## src/rtl/ahb_lite_arbiter_2m.sv

```systemverilog
// Two-master AHB-Lite arbiter/mux: each master owns a one-entry address-phase hold
// register so a losing or stalled transfer is replayed later instead of dropped.
module ahb_lite_arbiter_2m #(
  parameter bit FIXED_PRIO  = 1'b0,
  parameter bit HOLD_NONSEQ = 1'b1
) (
  input  logic        HCLK,
  input  logic        HRESETn,
  input  logic [31:0] M0_HADDR,
  input  logic [1:0]  M0_HTRANS,
  input  logic        M0_HWRITE,
  input  logic [2:0]  M0_HSIZE,
  input  logic [31:0] M0_HWDATA,
  output logic [31:0] M0_HRDATA,
  output logic        M0_HREADY,
  output logic        M0_HRESP,
  input  logic [31:0] M1_HADDR,
  input  logic [1:0]  M1_HTRANS,
  input  logic        M1_HWRITE,
  input  logic [2:0]  M1_HSIZE,
  input  logic [31:0] M1_HWDATA,
  output logic [31:0] M1_HRDATA,
  output logic        M1_HREADY,
  output logic        M1_HRESP,
  output logic [31:0] S_HADDR,
  output logic [1:0]  S_HTRANS,
  output logic        S_HWRITE,
  output logic [2:0]  S_HSIZE,
  output logic [31:0] S_HWDATA,
  input  logic        S_HREADYOUT,
  input  logic [31:0] S_HRDATA,
  input  logic        S_HRESP,
  output logic        S_MASTER
);

  localparam logic [1:0] TR_IDLE   = 2'b00;
  localparam logic [1:0] TR_NONSEQ = 2'b10;

  // Handshake: an address phase presented downstream completes on the HCLK edge
  // where S_HREADYOUT = 1; a master's own phase completes only where its Mx_HREADY = 1.

  logic [1:0]  pend_q, pend_d;
  logic [31:0] hold_addr_q  [2];
  logic [31:0] hold_addr_d  [2];
  logic [1:0]  hold_trans_q [2];
  logic [1:0]  hold_trans_d [2];
  logic        hold_write_q [2];
  logic        hold_write_d [2];
  logic [2:0]  hold_size_q  [2];
  logic [2:0]  hold_size_d  [2];
  logic        own_vld_q, own_vld_d;
  logic        own_q, own_d;
  logic        rr_q, rr_d;
  logic        lock_q, lock_d;
  logic        sel_q, sel_d;

  logic [31:0] live_addr  [2];
  logic [1:0]  live_trans [2];
  logic        live_write [2];
  logic [2:0]  live_size  [2];
  logic [1:0]  hready;
  logic [1:0]  live_req;
  logic [1:0]  req;
  logic        any_req;
  logic        sel;
  logic        los;
  logic [31:0] drv_addr;
  logic [1:0]  drv_trans;
  logic        drv_write;
  logic [2:0]  drv_size;

  assign live_addr[0]  = M0_HADDR;
  assign live_addr[1]  = M1_HADDR;
  assign live_trans[0] = M0_HTRANS;
  assign live_trans[1] = M1_HTRANS;
  assign live_write[0] = M0_HWRITE;
  assign live_write[1] = M1_HWRITE;
  assign live_size[0]  = M0_HSIZE;
  assign live_size[1]  = M1_HSIZE;

  // The data-phase owner sees the slave's ready even if it also has a stalled hold entry.
  always_comb begin
    hready[0] = (own_vld_q && !own_q) ? S_HREADYOUT : !pend_q[0];
    hready[1] = (own_vld_q &&  own_q) ? S_HREADYOUT : !pend_q[1];
    for (int i = 0; i < 2; i++) begin
      live_req[i] = live_trans[i][1] && hready[i] && !pend_q[i];
      req[i]      = pend_q[i] || live_req[i];
    end
    any_req = req[0] || req[1];
  end

  always_comb begin
    sel = sel_q;
    if (lock_q) begin
      sel = sel_q;
    end else if (req[0] && !req[1]) begin
      sel = 1'b0;
    end else if (req[1] && !req[0]) begin
      sel = 1'b1;
    end else if (req[0] && req[1]) begin
      sel = FIXED_PRIO ? 1'b0 : !rr_q;
    end
    los = !sel;
  end

  always_comb begin
    drv_addr  = live_addr[sel];
    drv_trans = live_trans[sel];
    drv_write = live_write[sel];
    drv_size  = live_size[sel];
    if (pend_q[sel]) begin
      drv_addr  = hold_addr_q[sel];
      drv_trans = hold_trans_q[sel];
      drv_write = hold_write_q[sel];
      drv_size  = hold_size_q[sel];
    end
    if (!any_req) begin
      drv_trans = TR_IDLE;
    end
  end

  always_comb begin
    pend_d       = pend_q;
    hold_addr_d  = hold_addr_q;
    hold_trans_d = hold_trans_q;
    hold_write_d = hold_write_q;
    hold_size_d  = hold_size_q;
    own_vld_d    = own_vld_q;
    own_d        = own_q;
    rr_d         = rr_q;
    lock_d       = lock_q;
    sel_d        = sel;
    if (any_req && S_HREADYOUT) begin
      own_vld_d    = 1'b1;
      own_d        = sel;
      pend_d[sel]  = 1'b0;
      rr_d         = sel;
      lock_d       = 1'b0;
    end else if (S_HREADYOUT) begin
      own_vld_d    = 1'b0;
    end else if (any_req) begin
      // Stalled: the driven beat is frozen verbatim so the slave sees stable control.
      pend_d[sel]       = 1'b1;
      hold_addr_d[sel]  = drv_addr;
      hold_trans_d[sel] = drv_trans;
      hold_write_d[sel] = drv_write;
      hold_size_d[sel]  = drv_size;
      lock_d            = 1'b1;
    end
    if (live_req[los]) begin
      pend_d[los]       = 1'b1;
      hold_addr_d[los]  = live_addr[los];
      hold_trans_d[los] = HOLD_NONSEQ ? TR_NONSEQ : live_trans[los];
      hold_write_d[los] = live_write[los];
      hold_size_d[los]  = live_size[los];
    end
  end

  always_ff @(posedge HCLK) begin
    if (!HRESETn) begin
      pend_q    <= 2'b00;
      own_vld_q <= 1'b0;
      own_q     <= 1'b0;
      rr_q      <= 1'b1;
      lock_q    <= 1'b0;
      sel_q     <= 1'b0;
      for (int i = 0; i < 2; i++) begin
        hold_addr_q[i]  <= 32'h0;
        hold_trans_q[i] <= TR_IDLE;
        hold_write_q[i] <= 1'b0;
        hold_size_q[i]  <= 3'b000;
      end
    end else begin
      pend_q       <= pend_d;
      own_vld_q    <= own_vld_d;
      own_q        <= own_d;
      rr_q         <= rr_d;
      lock_q       <= lock_d;
      sel_q        <= sel_d;
      hold_addr_q  <= hold_addr_d;
      hold_trans_q <= hold_trans_d;
      hold_write_q <= hold_write_d;
      hold_size_q  <= hold_size_d;
    end
  end

  assign S_HADDR   = drv_addr;
  assign S_HTRANS  = drv_trans;
  assign S_HWRITE  = drv_write;
  assign S_HSIZE   = drv_size;
  assign S_MASTER  = any_req ? sel : 1'b0;
  assign S_HWDATA  = !own_vld_q ? 32'h0 : (own_q ? M1_HWDATA : M0_HWDATA);
  assign M0_HRDATA = S_HRDATA;
  assign M1_HRDATA = S_HRDATA;
  assign M0_HREADY = hready[0];
  assign M1_HREADY = hready[1];
  assign M0_HRESP  = own_vld_q && !own_q && S_HRESP;
  assign M1_HRESP  = own_vld_q &&  own_q && S_HRESP;

endmodule

```

## config.mk

```make
export PLATFORM = sky130hd
export DESIGN_NAME = ahb_lite_arbiter_2m
export DESIGN_NICKNAME = d
export VERILOG_FILES = /design/src/rtl/ahb_lite_arbiter_2m.sv
export SDC_FILE = /design/constraint.sdc
export NUM_CORES = 1
export LEC_CHECK = 0
export CELL_PAD_IN_SITES_DETAIL_PLACEMENT = 1
export CELL_PAD_IN_SITES_GLOBAL_PLACEMENT = 1
export CORE_UTILIZATION = 29
export DETAILED_ROUTE_END_ITERATION = 7
export PLACE_DENSITY_LB_ADDON = 0.1
export RECOVER_POWER = 25
export SLEW_MARGIN = 20
export SYNTH_ARGS = -nofsm -noshare
export SYNTH_HDL_FRONTEND = slang
export SYNTH_SLANG_ARGS = --single-unit
export TNS_END_PERCENT = 5
```

## constraint.sdc

```tcl
create_clock -name HCLK -period 2.7 [get_ports HCLK]
set_clock_uncertainty 0.05 [all_clocks]
set_input_delay 0.54 -clock HCLK [delete_from_list [all_inputs] [get_ports HCLK]]
set_output_delay 0.54 -clock HCLK [all_outputs]
set_load 0.1 [all_outputs]
```

==> impl_metrics.tcl, run 1 <==
set metrics [dict create \
    outcome "finished, violations left" \
    violations "negative setup slack" \
    final-instance-count-excl-fill 1346 \
    row_count 59 \
    viasPerCell 5.70 \
    setup_viol 38 \
    drt_first_pass_iters 6 \
    max_cap_violations 0 \
    synth_compound_area_share_pct 29.8 \
    crit_family "buffers and inverters" \
    synth_top_family_by_area "compound AO/OA/AOI/OAI gates" \
    endpoint_kind "primary output" \
    numCtsBuffers 9 \
    startpoint_type "flip-flop" \
    vdd_drop_max_mv 0.420 \
    clk_pin_slew_ps 60 \
    ys_seq_area_share_pct 21.7 \
    num-fill-cells 2835 \
    clkSinkCount 83 \
    tightest_slew_ps 704 \
    start_util_pct 29.4 \
    path_buf_inv 4 \
    grt_pass1_wl_um 46100 \
    ios 315 \
    synthMuxAreaShare_pct 22.9 \
    syn_avg_cell_area_um2 9.32 \
    wirelength_um 30000 \
    dieArea_um2 27000 \
    crit_path_max_fanout 12 \
    cts_hold_buf 0 \
    hold_viol_final 0 \
    grt-ovfl-total 0 \
    synth_top_area_share_pct 21.7 \
    layout_worst_path_cycle_share_pct 116 \
    worst_slack_ps -429 \
    syn_inst 820 \
    route.detailed.drc 0 \
    antenna_found_initial 0 \
    hpwl_um 21200 \
    cts-root-buf "clkbuf_16" \
    cp_slowest_stage_delay_ps 390 \
    cts_buffer_depth 2 \
    mostFrequentLayoutCell "clkdlybuf4s50_1" \
    cp_slowest_cell "a222oi_1" \
    grt_use_total_pct 22.1 \
    ant_nets 0 \
    synth-xor-area-share_pct 0 \
    synthTopCellsByArea "dfxtp_1, a211oi_2, mux2_2, a222oi_1, mux2_4" \
    dp_slack_ps -917 \
    clock_latency_ps 350 \
    syn_nets 996 \
    synth_cell_type_count 44 \
    area_growth_pct 52.2 \
    fin_tns_setup_ps -13850 \
    drt_iter0_drc 764 \
    r2r_slack_ps 250 \
    power.leakage_nw 4.25 \
    crit_chain "and4bb_4, nor3_4, o31ai_4, buf_6, buf_12, a222oi_1, mux2_4, clkinvlp_4, buf_12" \
    die-height_um 164 \
    hold_path_class "flip-flop to flip-flop" \
    timing.fmax_mhz 320 \
    relSlewSlack_pct 53.1 \
    placed_cells 1323 \
    io_buffers 218 \
    final_nets 1184 \
    ys_ff_latch 83 \
    syn_area_um2 7640 \
    ctsHtreeMaxLevel 3 \
    detail_route.wl_per_cell_um 22.3 \
    core_area_um2 26000 \
    cts_tree "yes" \
    num_vias 7678 \
    grt_max_degree 58 \
    synthAdderAreaFrac_pct 0 \
    worstSetupPathType "flip-flop to primary output" \
    first_global_vias 8295 \
    finalCoreUtilization_pct 44.8 \
    yosysWarningCount 0 \
    layout-drive-gt1-share_pct 46.2 \
    finalWeightedCongestion 0.803 \
    die_w_um 164 \
    diodes 0 \
    critPathMostFrequentCell "buf_12" \
    period_needed_ps 3130 \
    final_cell_mix "clkdlybuf4s50_1, buf_12, buf_4, o21ai_0, dfxtp_1" \
    rsz0062_at_grt "yes" \
    worstPathRequired_ps 2110 \
    synth_top_area_cell "dfxtp_1" \
    finalMaxSlewViolations 0 \
    yosys.area_share.simple_pct 10.2 \
    crit_arrival_ps 2540 \
    cellPowerDensity_nw_per_um2 808 \
]
## metal layers
| layer | vias up | global-route usage, % | share of wire, % |
|---|---|---|---|
| li1 | 3493 | - | - |
| met1 | 3868 | 25.5 | 40 |
| met2 | 279 | 39.9 | 52 |
| met3 | 38 | 4.72 | 6.4 |
| met4 | 0 | 7.28 | 1.5 |
| met5 | - | 0 | 0 |
## sequential cells by signal, summed over array words and instances (netlist names)
name,cells
hold_trans_q,4
own_vld_q,1
lock_q,1
sel_q,1
hold_addr_q,64
hold_write_q,2
own_q,1
hold_size_q,6
pend_q,2
rr_q,1
## kinds of logic after synthesis
logic type / count (synthesis)
AOI/OAI and AO/OA: 253
buffers and inverters: 193
muxes: 147
and+or+nand+nor: 144
DFF: 83
## stage by stage
| stage | hold slack (ps) | power (mW) | instance area (µm²) |
|---|---|---|---|
| final | 458 | 9.40 | 11600 |
| after global routing | 487 | 9.80 | 11600 |
| after CTS | 464 | 9.44 | 11600 |
| after detailed placement | 455 | 8.11 | 11200 |
| after global placement | 426 | 7.94 | 11200 |
| after floorplan | 417 | 6.11 | 7780 |
## cells in the mapped netlist, drive strengths merged
cell type	n
and4bb	1
and3	4
o22ai	1
o31ai	3
nand2b	2
o21ai	80
a21oi	6
nand3b	1
o32ai	2
clkbuf	36
o211ai	1
inv	40
nor4b	1
o311ai	1
nand2	14
a222oi	76
nor2b	32
a211o	2
mux2i	33
buf	117
nor2	9
a31oi	1
or3	1
a21boi	3
mux2	114
and2	2
nor3	74
o21bai	1
nand3	3
o32a	1
dfxtp	83
a211oi	74
o22a	1
## cell type report
type	count	area [µm²]	share of cell area (%)
clock inverter	2	12.5	0.108
sequential	83	1680	14.4
inverter	40	193	1.66
multi-input combinational	544	4980	42.8
timing repair buffer	330	4100	35.2
clock buffer	12	256	2.20
tap	335	419	3.60
## path summary, 6_finish.rpt
path	from	endpoint	depth (start not counted)
worst max-delay path	pend_q[1]	S_HADDR[18]	9
worst min-delay path	hold_trans_q[2]	hold_trans_q[2]	2
worst max register to register	own_q	hold_addr_q[44]	10
worst min register to register	hold_trans_q[2]	hold_trans_q[2]	2
## tightest hold or removal path, cell delays in order, from the launching register on
cell and delay (ps):
dfxtp_1 320, nand2_1 70, o32ai_2 70
## power by group
part,leakage (nW),internal (mW),switching [mW]
logic,3.43,2.83,3.77
registers,0.689,1.45,0.178
clock network,0.131,0.663,0.520
## repair_timing
action / CTS / global route
resized for setup: 33 / 14
pin swaps: 26 / 11
cloned: 2 / 0
buffers inserted: 7 / 0
setup endpoints to repair: 114 / 39
Note: power is estimated with default switching activity, not from simulation.
==> run 2, diff against run 1 <==
--- a/config.mk
+++ b/config.mk
@@ -11,7 +11,6 @@
 export DETAILED_ROUTE_END_ITERATION = 7
 export PLACE_DENSITY_LB_ADDON = 0.1
 export RECOVER_POWER = 25
-export SLEW_MARGIN = 20
 export SYNTH_ARGS = -nofsm -noshare
 export SYNTH_HDL_FRONTEND = slang
 export SYNTH_SLANG_ARGS = --single-unit
==> results of run 2 <==
The final DEF is identical to that of run 1; final timing and power are the same.
